## src/rtl/afc_pkg.sv

```systemverilog
// Shared types and helpers for the AFC successive-approximation calibrator.
// Holds the SAR state encoding, the TMR majority vote and the reset midpoint code.
package afc_pkg;

    typedef enum logic [2:0] {
        ST_IDLE,
        ST_SETTLE,
        ST_MEASURE,
        ST_DECIDE,
        ST_FINISH
    } afc_state_e;

    function automatic logic maj3(input logic a, input logic b, input logic c);
        return (a & b) | (a & c) | (b & c);
    endfunction

    function automatic int unsigned MIDPOINT(input int unsigned code_w);
        return 32'd1 << (code_w - 1);
    endfunction

endpackage

```

## src/rtl/afc_window_counter.sv

```systemverilog
// Saturating feedback-strobe counter for one measurement window.
// Clear wins over enable; once all-ones the count holds until cleared.
module afc_window_counter #(
    parameter int CNT_W = 12
) (
    input  logic             clk40M,
    input  logic             RST,
    input  logic             clear_i,
    input  logic             enable_i,
    input  logic             fb_edge_i,
    output logic [CNT_W-1:0] count_o
);

    logic [CNT_W-1:0] count_q;
    logic [CNT_W-1:0] count_d;

    // NOTE: count_d is given its hold value first so no path through this block leaves it unassigned (no latch).
    always_comb begin
        count_d = count_q;
        if (clear_i) begin
            count_d = '0;
        end else if (enable_i && fb_edge_i && (count_q != '1)) begin
            count_d = count_q + CNT_W'(1);
        end
    end

    always_ff @(posedge clk40M) begin
        if (RST) begin
            count_q <= '0;
        end else begin
            count_q <= count_d;
        end
    end

    assign count_o = count_q;

endmodule

```

## src/rtl/afc_sar_calibrator.sv

```systemverilog
// SAR calibration of the VCO capacitor code: settle, count feedback strobes over a
// window, keep or clear one bit per pass. Also votes the TMR controls and muxes outputs.
module afc_sar_calibrator
    import afc_pkg::*;
#(
    parameter int CODE_W = 6,
    parameter int CNT_W  = 12,
    parameter int WINDOW = 256,
    parameter int SETTLE = 16,
    parameter int TARGET = 128
) (
    input  logic              clk40M,
    input  logic              RST,
    input  logic              startA,
    input  logic              startB,
    input  logic              startC,
    input  logic              modeA,
    input  logic              modeB,
    input  logic              modeC,
    input  logic              overrideCtrlA,
    input  logic              overrideCtrlB,
    input  logic              overrideCtrlC,
    input  logic [CODE_W-1:0] overrideVal,
    input  logic              enPLL_cfg,
    input  logic              overrideVc_cfg,
    input  logic              fbEdge,
    output logic [CODE_W-1:0] capCode,
    output logic [CODE_W-1:0] calCode,
    output logic              busy,
    output logic              done,
    output logic              calErr,
    output logic [CNT_W-1:0]  lastCount,
    output logic              pllEnable,
    output logic              overrideVc
);

    localparam int TMR_MAX = (WINDOW > SETTLE) ? WINDOW : SETTLE;
    localparam int TMR_W   = $clog2(TMR_MAX + 1);
    localparam int IDX_W   = $clog2(CODE_W);
    localparam logic [CODE_W-1:0] MID_CODE   = CODE_W'(MIDPOINT(CODE_W));
    localparam logic [CNT_W-1:0]  TARGET_CNT = CNT_W'(TARGET);

    logic mode_v_q, start_v_q, ovr_v_q, start_prev_q, mode_prev_q;

    afc_state_e        state_q;
    logic [TMR_W-1:0]  timer_q;
    logic [IDX_W-1:0]  idx_q;
    logic [CODE_W-1:0] trial_q, trial_d;
    logic [CODE_W-1:0] cal_code_q;
    logic              busy_q, done_q, cal_err_q;
    logic [CNT_W-1:0]  last_count_q;
    logic [CNT_W-1:0]  win_count;

    logic              start_edge, mode_rise, keep_bit;
    logic [CODE_W-1:0] bit_mask;

    always_ff @(posedge clk40M) begin
        if (RST) begin
            mode_v_q     <= 1'b0;
            start_v_q    <= 1'b0;
            ovr_v_q      <= 1'b0;
            start_prev_q <= 1'b0;
            mode_prev_q  <= 1'b0;
        end else begin
            mode_v_q     <= maj3(modeA, modeB, modeC);
            start_v_q    <= maj3(startA, startB, startC);
            ovr_v_q      <= maj3(overrideCtrlA, overrideCtrlB, overrideCtrlC);
            start_prev_q <= start_v_q;
            mode_prev_q  <= mode_v_q;
        end
    end

    assign start_edge = start_v_q & ~start_prev_q;
    assign mode_rise  = mode_v_q & ~mode_prev_q;

    afc_window_counter #(.CNT_W(CNT_W)) u_window_counter (
        .clk40M    (clk40M),
        .RST       (RST),
        .clear_i   (state_q == ST_SETTLE),
        .enable_i  (state_q == ST_MEASURE),
        .fb_edge_i (fbEdge),
        .count_o   (win_count)
    );

    // A count above target means the VCO is still fast, so the trial bit stays set.
    assign bit_mask = CODE_W'(1) << idx_q;
    assign keep_bit = win_count > TARGET_CNT;

    always_comb begin
        trial_d = keep_bit ? trial_q : (trial_q & ~bit_mask);
        if (idx_q != '0) begin
            trial_d = trial_d | (bit_mask >> 1);
        end
    end

    // NOTE: every register here uses <= so all branches read the pre-edge values consistently.
    always_ff @(posedge clk40M) begin
        if (RST) begin
            state_q      <= ST_IDLE;
            timer_q      <= '0;
            idx_q        <= '0;
            trial_q      <= MID_CODE;
            cal_code_q   <= MID_CODE;
            busy_q       <= 1'b0;
            done_q       <= 1'b0;
            cal_err_q    <= 1'b0;
            last_count_q <= '0;
        end else begin
            done_q <= 1'b0;
            if (busy_q && mode_rise) begin
                state_q <= ST_IDLE;
                timer_q <= '0;
                busy_q  <= 1'b0;
            end else begin
                case (state_q)
                    ST_IDLE: begin
                        if (start_edge && !mode_v_q) begin
                            busy_q  <= 1'b1;
                            idx_q   <= IDX_W'(CODE_W - 1);
                            trial_q <= MID_CODE;
                            timer_q <= '0;
                            state_q <= ST_SETTLE;
                        end
                    end
                    ST_SETTLE: begin
                        if (timer_q == TMR_W'(SETTLE - 1)) begin
                            timer_q <= '0;
                            state_q <= ST_MEASURE;
                        end else begin
                            timer_q <= timer_q + TMR_W'(1);
                        end
                    end
                    ST_MEASURE: begin
                        if (timer_q == TMR_W'(WINDOW - 1)) begin
                            timer_q <= '0;
                            state_q <= ST_DECIDE;
                        end else begin
                            timer_q <= timer_q + TMR_W'(1);
                        end
                    end
                    ST_DECIDE: begin
                        last_count_q <= win_count;
                        trial_q      <= trial_d;
                        if (idx_q != '0) begin
                            idx_q   <= idx_q - IDX_W'(1);
                            state_q <= ST_SETTLE;
                        end else begin
                            state_q <= ST_FINISH;
                        end
                    end
                    ST_FINISH: begin
                        cal_code_q <= trial_q;
                        busy_q     <= 1'b0;
                        done_q     <= 1'b1;
                        cal_err_q  <= (trial_q == '0) || (trial_q == '1);
                        state_q    <= ST_IDLE;
                    end
                    default: state_q <= ST_IDLE;
                endcase
            end
        end
    end

    assign capCode    = (mode_v_q && ovr_v_q) ? overrideVal : (busy_q ? trial_q : cal_code_q);
    assign calCode    = cal_code_q;
    assign busy       = busy_q;
    assign done       = done_q;
    assign calErr     = cal_err_q;
    assign lastCount  = last_count_q;
    assign pllEnable  = mode_v_q ? enPLL_cfg : ~busy_q;
    assign overrideVc = mode_v_q ? overrideVc_cfg : busy_q;

endmodule

```

## config.mk

```make
export PLATFORM = sky130hd
export DESIGN_NAME = afc_sar_calibrator
export DESIGN_NICKNAME = d
export VERILOG_FILES = /design/src/rtl/afc_pkg.sv /design/src/rtl/afc_window_counter.sv /design/src/rtl/afc_sar_calibrator.sv
export SDC_FILE = /design/constraint.sdc
export NUM_CORES = 1
export LEC_CHECK = 0
export ABC_AREA = 1
export CAP_MARGIN = 30
export CORE_AREA = 2 2 79 81
export DETAILED_ROUTE_END_ITERATION = 10
export DIE_AREA = 0 0 81 83
export PLACE_DENSITY = 0.87
export SYNTH_ARGS = -nofsm -noshare
export SYNTH_HDL_FRONTEND = slang
export SYNTH_SLANG_ARGS = --single-unit
```

## constraint.sdc

```tcl
create_clock -name clk40M -period 2.3 [get_ports clk40M]
set_input_delay 0.345 -clock clk40M [delete_from_list [all_inputs] [get_ports clk40M]]
set_output_delay 0.345 -clock clk40M [all_outputs]
set_load 0.01 [all_outputs]
```

== Word level (Yosys, flattened, before mapping) ==
Cells that the tools add are included.

* Register bits after elaboration: 59
* Input port bits: 20
* Word-level logic and storage cells: 101

* $add $sub $neg: 3
* $lt $le $gt $ge: 1
* Equality and inequality tests: 12
* Shift-type cells: 1
* Multiplexer cells: 23
* Bitwise gates (word level): 24
* Reductions and logical operators: 22

{| class="wikitable"
|+ Operators with widths
! kind !! number
|-
| two-way mux 6 bit || 5
|-
| two-way mux 9 bit || 3
|-
| one-hot mux 9 bit (3 select lines) || 1
|-
| two-way mux 3 bit || 6
|-
| adder 12 x 1 -> 12 bit, second input constant || 1
|-
| > comparator 12 x 8 -> 1 bit, second input constant || 1
|-
| inequality test 12 bit, second input constant || 1
|-
| one-hot mux 3 bit (4 select lines) || 1
|-
| one-hot mux 6 bit (2 select lines) || 1
|-
| bitwise AND 1 bit || 11
|-
| adder 9 x 1 -> 9 bit, second input constant || 1
|-
| == test 9 x 4 -> 1 bit, second input constant || 1
|-
| == test 9 x 8 -> 1 bit, second input constant || 1
|-
| inequality test 2 bit, second input constant || 4
|-
| AND reduction 2 bit || 4
|-
| bitwise AND 6 bit || 1
|-
| == test 3 x 2 -> 1 bit, second input constant || 2
|-
| == test 6 bit, second input constant || 1
|-
| zero test 6 bit || 1
|-
| NOT 6 bit || 1
|-
| OR 1 bit || 6
|-
| OR 6 x 5 -> 6 bit || 1
|-
| one-hot mux 3 bit (2 select lines) || 1
|-
| AND reduction 3 bit || 2
|-
| 15 further kinds || 28
|}

== Longest topological paths before layout ==
* Depth in word-level cells: 7
* Depth in mapped cells: 15
* Mapped depth without buffers: 15

== Modules after synthesis ==
A second synthesis with hierarchy kept.

* Cell total of the unflattened synthesis: 448
* Area total of the unflattened synthesis: 3065.4 µm²

{| class="wikitable"
|+ By module, submodules not included
! module !! instances !! cells each !! area an instance (µm²) !! sequential area each (µm²)
|-
| afc_sar_calibrator || 1 || 346 || 2393.5 || 940.9
|-
| afc_window_counter || 1 || 102 || 671.9 || 240.2
|}

== Worst setup path after synthesis ==
OpenSTA, ideal clock, no wires.

* Path type: register to register
* From: register timer_q[0]
* To: register timer_q[3]
* Library setup time: 0.109 ns
* Data arrival time: 1.581 ns
* Required time: 2.191 ns
* Slack: 0.611 ns
* Cell stages (with the launch flop): 16
* Path buffers: 0
* Period minus slack after synthesis: 1.689 ns
* Cells stage by stage: dfxtp_1 -> ha_1 -> nand3_1 -> nor2_1 -> inv_1 -> nor2_1 -> inv_1 -> nor2_1 -> ha_1 -> inv_1 -> nand2_1 -> nand2_1 -> o21ai_0 -> nand2_1 -> nand2_1 -> inv_1

* Longest elaborated chain between the ends: 3
* Elaborated cells on any way between the ends: 6

{| class="wikitable"
|+ RTL lines
! item !! RTL line !! source
|-
| from (decl) || afc_sar_calibrator.sv:46 || <nowiki>logic [TMR_W-1:0] timer_q;</nowiki>
|-
| from (signal assigned) || afc_sar_calibrator.sv:130 || <nowiki>timer_q <= timer_q + TMR_W'(1);</nowiki>
|-
| from (signal assigned) || afc_sar_calibrator.sv:138 || <nowiki>timer_q <= timer_q + TMR_W'(1);</nowiki>
|-
| adder 9 x 1 -> 9 bit, or another cell as far along || afc_sar_calibrator.sv:130, afc_sar_calibrator.sv:138 ||
|-
| two-way mux 9 bit (on tied branches) || afc_sar_calibrator.sv:134, afc_sar_calibrator.sv:126 ||
|-
| one-hot mux 9 bit (3 select lines) * || afc_sar_calibrator.sv:115 || <nowiki>case (state_q)</nowiki>
|}

Every way passes the cells marked *; elsewhere a longest branch is shown, timed or not.
A chain may end at the register's enable or synchronous reset.

== Worst setup path after layout ==
* From: register mode_v_q
* To: output capCode[2]

* Longest elaborated chain between the ends: 2

{| class="wikitable"
|+ RTL lines
! item !! RTL line !! source
|-
| from (decl) || afc_sar_calibrator.sv:43 || <nowiki>logic mode_v_q, start_v_q, ovr_v_q, start_prev_q, mode_prev_q;</nowiki>
|-
| from (signal assigned) || afc_sar_calibrator.sv:65 || <nowiki>mode_v_q <= maj3(modeA, modeB, modeC);</nowiki>
|-
| logical AND 1 bit || afc_sar_calibrator.sv:164 || <nowiki>assign capCode = (mode_v_q && ovr_v_q) ? overrideVal : (busy_q ? trial_q : cal_code_q);</nowiki>
|-
| two-way mux 6 bit || afc_sar_calibrator.sv:164 ||
|-
| to (decl) || afc_sar_calibrator.sv:27 || <nowiki>output logic [CODE_W-1:0] capCode,</nowiki>
|}

No other way between the ends.

==> results.cfg <==
[status]
status = finished, final reports clean

[cells_and_area]
antenna-diode-count = 0
fin_util_pct = 64.8
syn_to_final_growth_pct = 24.8
nets = 534
stdcell_area_sq_mm = 0.00377
final_cells = 584
drive_gt1_share_pct = 6.88

[setup_path]
regToRegSetupSlack_ns = 0.41
crit_path_end_kind = primary output
timing.rr.start = timer_q[0]
rr_endpoint = timer_q[3]
crit_path_start_kind = register
crit_type = reg -> out
ff2ff_path_depth = 15
cp_data_required_time_ns = 1.96
path_max_fanout = 12
arrival_ns = 1.81

[clocking]
clk_pin_slew_ns = 0.07
insertion_delay_ns = 0.34
cts_buffers = 9
cts_tree = done
root_buffer = clkbuf_8
htreeDepth = 3
cts_max_path_buffers = 2
clock_sinks = 59

[timing]
fin_hold_ws_ns = 0.451
fin_skew_ns = 0.00881
tightest_slew_ns = 0.420
finalMaxSlewViolations = 0
period_needed_ns = 2.15
setup_tns_ns = 0
timing.final.hold_violations = 0
post-route-period-util_pct = 93.6
fmax_ghz = 0.465
maxSlewHeadroom_pct = 71.9
rsz0062_at_grt = false
setup_slack_ns = 0.148
setup_viol = 0

[route]
first_iter_violations = 254
post_drt_wl_per_cell_um = 11.7
first_pass_iters = 5
via_per_inst = 5.10
ant_nets = 0
wl_um = 6840
drc = 0
vias = 2978

[placement]
port_buffers = 48
place_ws_ns = 0.374
placed_cell_area_sq_mm = 0.00357
place.gp.congestion = 0.867
placed_cells = 568
hpwl_um = 5180

[yosys]
yosys_warnings = 0
synth.distinct_cells = 31
synth_area_sq_mm = 0.00302
synth_ff_type = dfxtp_1
synth_common_cells = 107 x nand2_1, 60 x inv_1, 59 x dfxtp_1
synthArstFlopShare_pct = 0
yosysTopAreaCell = dfxtp_1
synth_top_family_by_area = simple AND/OR/NAND/NOR gates
syn_nets = 483
ys_top_cells_by_area = dfxtp_1 39%, nand2_1 13%, inv_1 7.5%
synthAdderAreaFrac_pct = 4.14
synth.area.mux_share_pct = 0
synth_compound_area_share_pct = 15.8
avgSynthCellArea_sq_um = 6.67
synth.most_common_cell = nand2_1
synth_edf_count = 0
yosysTopAreaCellShare_pct = 39.1
ys_seq_elements = 59
ys_seq_area_share_pct = 39.1
postSynthCellCount = 453
synth_xor_area_share_pct = 1.16
yosys.area_share.simple_pct = 29.9

[job]
maxCapViolCount = 0

[global_route]
antenna_found_initial = 0
grt_pass1_wl_um = 11900
first_global_vias = 2824
grt-ovfl-total = 0
grt_max_degree = 32
grt_usage_pct = 21.8

[floorplanning]
core_area_sq_mm = 0.00582
dieArea_sq_mm = 0.00672
io_pins = 49
rows = 28
start_util_pct = 52.0
fp.dieH_um = 83
die_x_um = 81

[pwr]
peakVddDrop_mv = 0.584
p_per_area_mw_per_mm2 = 798
power.leakage_nw = 1.52
power.total_mw = 3.01

[min_path]
hold-path-cell-count = 2
whs_endpoint = start_prev_q
hold_path_class = reg -> reg
hold_start = start_v_q
==> sequential cells by signal, indices dropped and copies added (netlist names) <==
register,count
timer_q,9
calErr,1
lastCount,12
done,1
trial_q,6
start_prev_q,1
busy,1
u_window_counter.count_o,12
idx_q,3
state_q,3
mode_v_q,1
start_v_q,1
ovr_v_q,1
calCode,6
mode_prev_q,1
==> worst max-delay path, stage by stage, from the launching register on <==
cell	delay, ns
dfxtp_1	0.48
nand2_2	0.20
a31oi_1	0.23
clkdlybuf4s50_1	0.56
==> layout by cell type, fill, tap and decap left out, types with 2 or more instances in the layout <==
master and n:
nor3_1 8, dfxtp_1 59, clkinv_2 3, inv_2 4, nand3_1 22, nand4_1 4, a31oi_1 9, buf_4 2
nor4_1 2, ha_1 10, inv_1 60, nand2_2 6, nor2_2 2, xor2_1 4, nand2_1 106, o21ai_1 3
a21oi_1 37, o21ai_0 38, clkdlybuf4s50_1 48, clkbuf_8 10, nor2_1 58
==> area by class of cell <==
| type | instances | area (sq um) |
|---|---|---|
| fill | 489 | 2040 |
| multi-input combinational | 318 | 1540 |
| sequential | 59 | 1180 |
| timing repair buffer | 51 | 515 |
| inverter | 65 | 244 |
| clock buffer | 11 | 141 |
| tap | 75 | 93.8 |
| clock inverter | 5 | 52.6 |
==> report_power, final <==
group          switching [mW]  internal, mW
combinational           0.555         0.324
clock                   0.403         0.524
sequential             0.0859          1.12
==> worst max path at each step <==
stage              startpoint    endpoint  slack (ns)  cells after the start
2_1_floorplan      timer_q[0]  timer_q[3]        0.61                     15
3_3_place_gp   overrideVal[5]  capCode[5]        0.43                      4
3_5_place_dp   overrideVal[5]  capCode[5]        0.37                      4
4_1_cts              mode_v_q  capCode[1]        0.03                      3
5_1_grt              mode_v_q  capCode[1]        0.06                      3
6_report             mode_v_q  capCode[2]        0.15                      3
==> routing by layer <==
layer,GRT usage [%],vias to the layer above,routed length [um]
met5,0,-,0
met4,8.01,0,103
met3,4.57,11,356
met2,36.3,90,3270
met1,27.5,1326,3110
li1,-,1551,-
==> repair_timing <==
item	4_1_cts	5_1_grt
hold buffers	0	0
setup endpoints to repair	0	6
gates resized for setup	0	1
setup buffers	0	0
==> kinds of logic after synthesis <==
kind of cell / count (synthesis)
xor+xnor: 4
simple gates: 213
flops: 59
buf+inv: 76
compound gates: 91
fa+ha+maj: 10
Power figures use the tool's default switching activity.
==> patch: new RTL, same settings <==
Register the output `pllEnable`, with the module's reset; this adds one clock of latency there. The other outputs are not delayed to match.
--- a/src/rtl/afc_sar_calibrator.sv
+++ b/src/rtl/afc_sar_calibrator.sv
@@ -167,7 +167,13 @@
     assign done       = done_q;
     assign calErr     = cal_err_q;
     assign lastCount  = last_count_q;
-    assign pllEnable  = mode_v_q ? enPLL_cfg : ~busy_q;
+    always_ff @(posedge clk40M) begin
+        if (RST) begin
+            pllEnable <= '0;
+        end else begin
+            pllEnable <= mode_v_q ? enPLL_cfg : ~busy_q;
+        end
+    end
     assign overrideVc = mode_v_q ? overrideVc_cfg : busy_q;
 
 endmodule
Behaviour: not the same (Yosys sat finds a counterexample within 4 cycles, from zero or initial values and one cycle with RST high).
==> patch against the unedited design <==
- final area increased by 0.30%
- worst setup slack improved by 60 ps
- sequential cell count up 1
- sequential power is 4% lower
- core utilization grew 0.19 points
- count of clock-buffer cells in the layout unchanged
- non-clock buffer count decreased by 1
- power down 7.2%
- area after synthesis up 0.95%
- synthesized cell count is 0.66% lower
- combinational power fell by 22%
- clock power up 2%
- wire length is 1.8% higher
- die area stayed put
- critical path type unchanged
==> patch: results (changes against the unedited design) <==
{| class="wikitable"
! Metric !! Value
|-
| Worst ir drop on vdd || 0.000383 V (-34%)
|-
| Pin count of the biggest net entering global routing || 30 (-6.3%)
|-
| Vias per cell || 5.18 (+1.5%)
|-
| Setup Skew || 6.46 ps (-2.35 ps)
|-
| Synth unique cells || 29 (-6.5%)
|-
| Setup crit start || mode_v_q
|-
| Global-route wire length before repair || 11.8 mm (-1.0%)
|-
| Top cells by area in the synthesized netlist || sky130_fd_sc_hd__dfxtp_1, sky130_fd_sc_hd__nand2_1, sky130_fd_sc_hd__nor2_1, sky130_fd_sc_hd__a21oi_1, sky130_fd_sc_hd__inv_1
|-
| Worst-case setup slack after placement || 288 ps (-86.5 ps)
|-
| Detailed Route Iter0 Violations || 156 (-39%)
|-
| Tot GR Track Use || 21.5% (-0.30 points)
|-
| Post-Synthesis Net Count || 480 (-0.62%)
|-
| Placer Congestion || 0.972 (+12%)
|-
| Number of global-route vias before repair || 2802 (-0.78%)
|-
| Portion of the post-synthesis area used by sequential elements || 39.4% (+0.29 points)
|-
| Crit path DAT || 1750 ps (-60 ps)
|-
| Fraction of layout instances using a drive strength above 1 || 9.11% (+2.2 points)
|-
| Top cells by instance count after synthesis || sky130_fd_sc_hd__nand2_1, sky130_fd_sc_hd__dfxtp_1, sky130_fd_sc_hd__nor2_1
|-
| Sum of net half-perimeters after detailed placement || 5.09 mm (-1.8%)
|-
| Number of detailed-routing iterations run before antenna repair || 4 (-1)
|-
| Run status || finished, final reports clean
|-
| Transition time of the tightest slew-check pin || 528 ps (+108 ps)
|-
| Maximum buffer depth of the clock tree || 2 (unchanged)
|-
| Final nets || 530 (-0.75%)
|-
| Routed WL per cell || 12.0 µm (+2.5%)
|-
| Clock Root Buffer || sky130_fd_sc_hd__clkbuf_8
|-
| Leakage power || 1.55 nW (+2.2%)
|}
## patch: routing by layer
metal  wire (µm)  vias to the layer above  track usage (%)  share of wire (%)
li1            -                     1549                -                  -
met4          93                        0             10.5                1.3
met3         458                        7             4.13                6.6
met2        3410                      106             37.0                 49
met1        3000                     1341             25.1                 43
met5           0                        -                0                  0
## patch: path summary, 6_finish.rpt
path / depth (start not counted) / endpoint / slack (ps)
setup / recovery: 3 / capCode[0] / 210
hold / removal: 2 / start_prev_q / 460
setup reg to reg: 12 / state_q[0] / 290
hold reg to reg: 2 / start_prev_q / 460
## patch: critical path: stages (launching register included)
cell                              delay, ps
sky130_fd_sc_hd__dfxtp_1                460
sky130_fd_sc_hd__nand2_2                200
sky130_fd_sc_hd__a31oi_1                210
sky130_fd_sc_hd__clkdlybuf4s50_1        550
## patch: through the flow
stage / util (%) / instance area (µm²) / power [W] / hold WS [ps] / cells
after floorplan: - / 3050 / 0.00166 / 428 / 450
after global placement: 61.5 / 3580 / 0.00183 / 440 / 564
after detailed placement: 61.5 / 3580 / 0.00186 / 449 / 564
after CTS: 65.0 / 3780 / 0.00281 / 459 / 580
after global routing: 65.0 / 3780 / 0.00296 / 488 / 580
final: 65.0 / 3780 / 0.00280 / 458 / 580
## patch: final cells by class
cell class | instances | area (µm²) | area share, %
Sequential cell | 60 | 1200 | 31.8
Timing Repair Buffer | 50 | 495 | 13.1
Clock inverter | 5 | 50.0 | 1.32
Multi-Input combinational cell | 318 | 1560 | 41.2
Tap cell | 75 | 93.8 | 2.48
Clock buffer | 11 | 151 | 4.00
Inverter | 61 | 231 | 6.12
## patch: cells by family (layout without fill, tap and decap cells)
family	count (synthesis)	count (layout)	share of synthesized area (%)
adder cells (fa/ha/maj)	10	10	4.10
AND/OR/NAND/NOR	217	217	30.6
flip-flops	60	60	39.4
buffers and inverters	72	127	9.68
AO/OA/AOI/OAI	86	86	14.8
XOR/XNOR	5	5	1.44
## patch: where the power goes
| group | internal [W] | total [W] | switching, W | leakage [nW] |
|---|---|---|---|---|
| Combinational | 0.000245 | 0.000687 | 0.000442 | 0.955 |
| Clock | 0.000551 | 0.000944 | 0.000393 | 0.109 |
| Sequential | 0.00110 | 0.00116 | 0.0000609 | 0.486 |
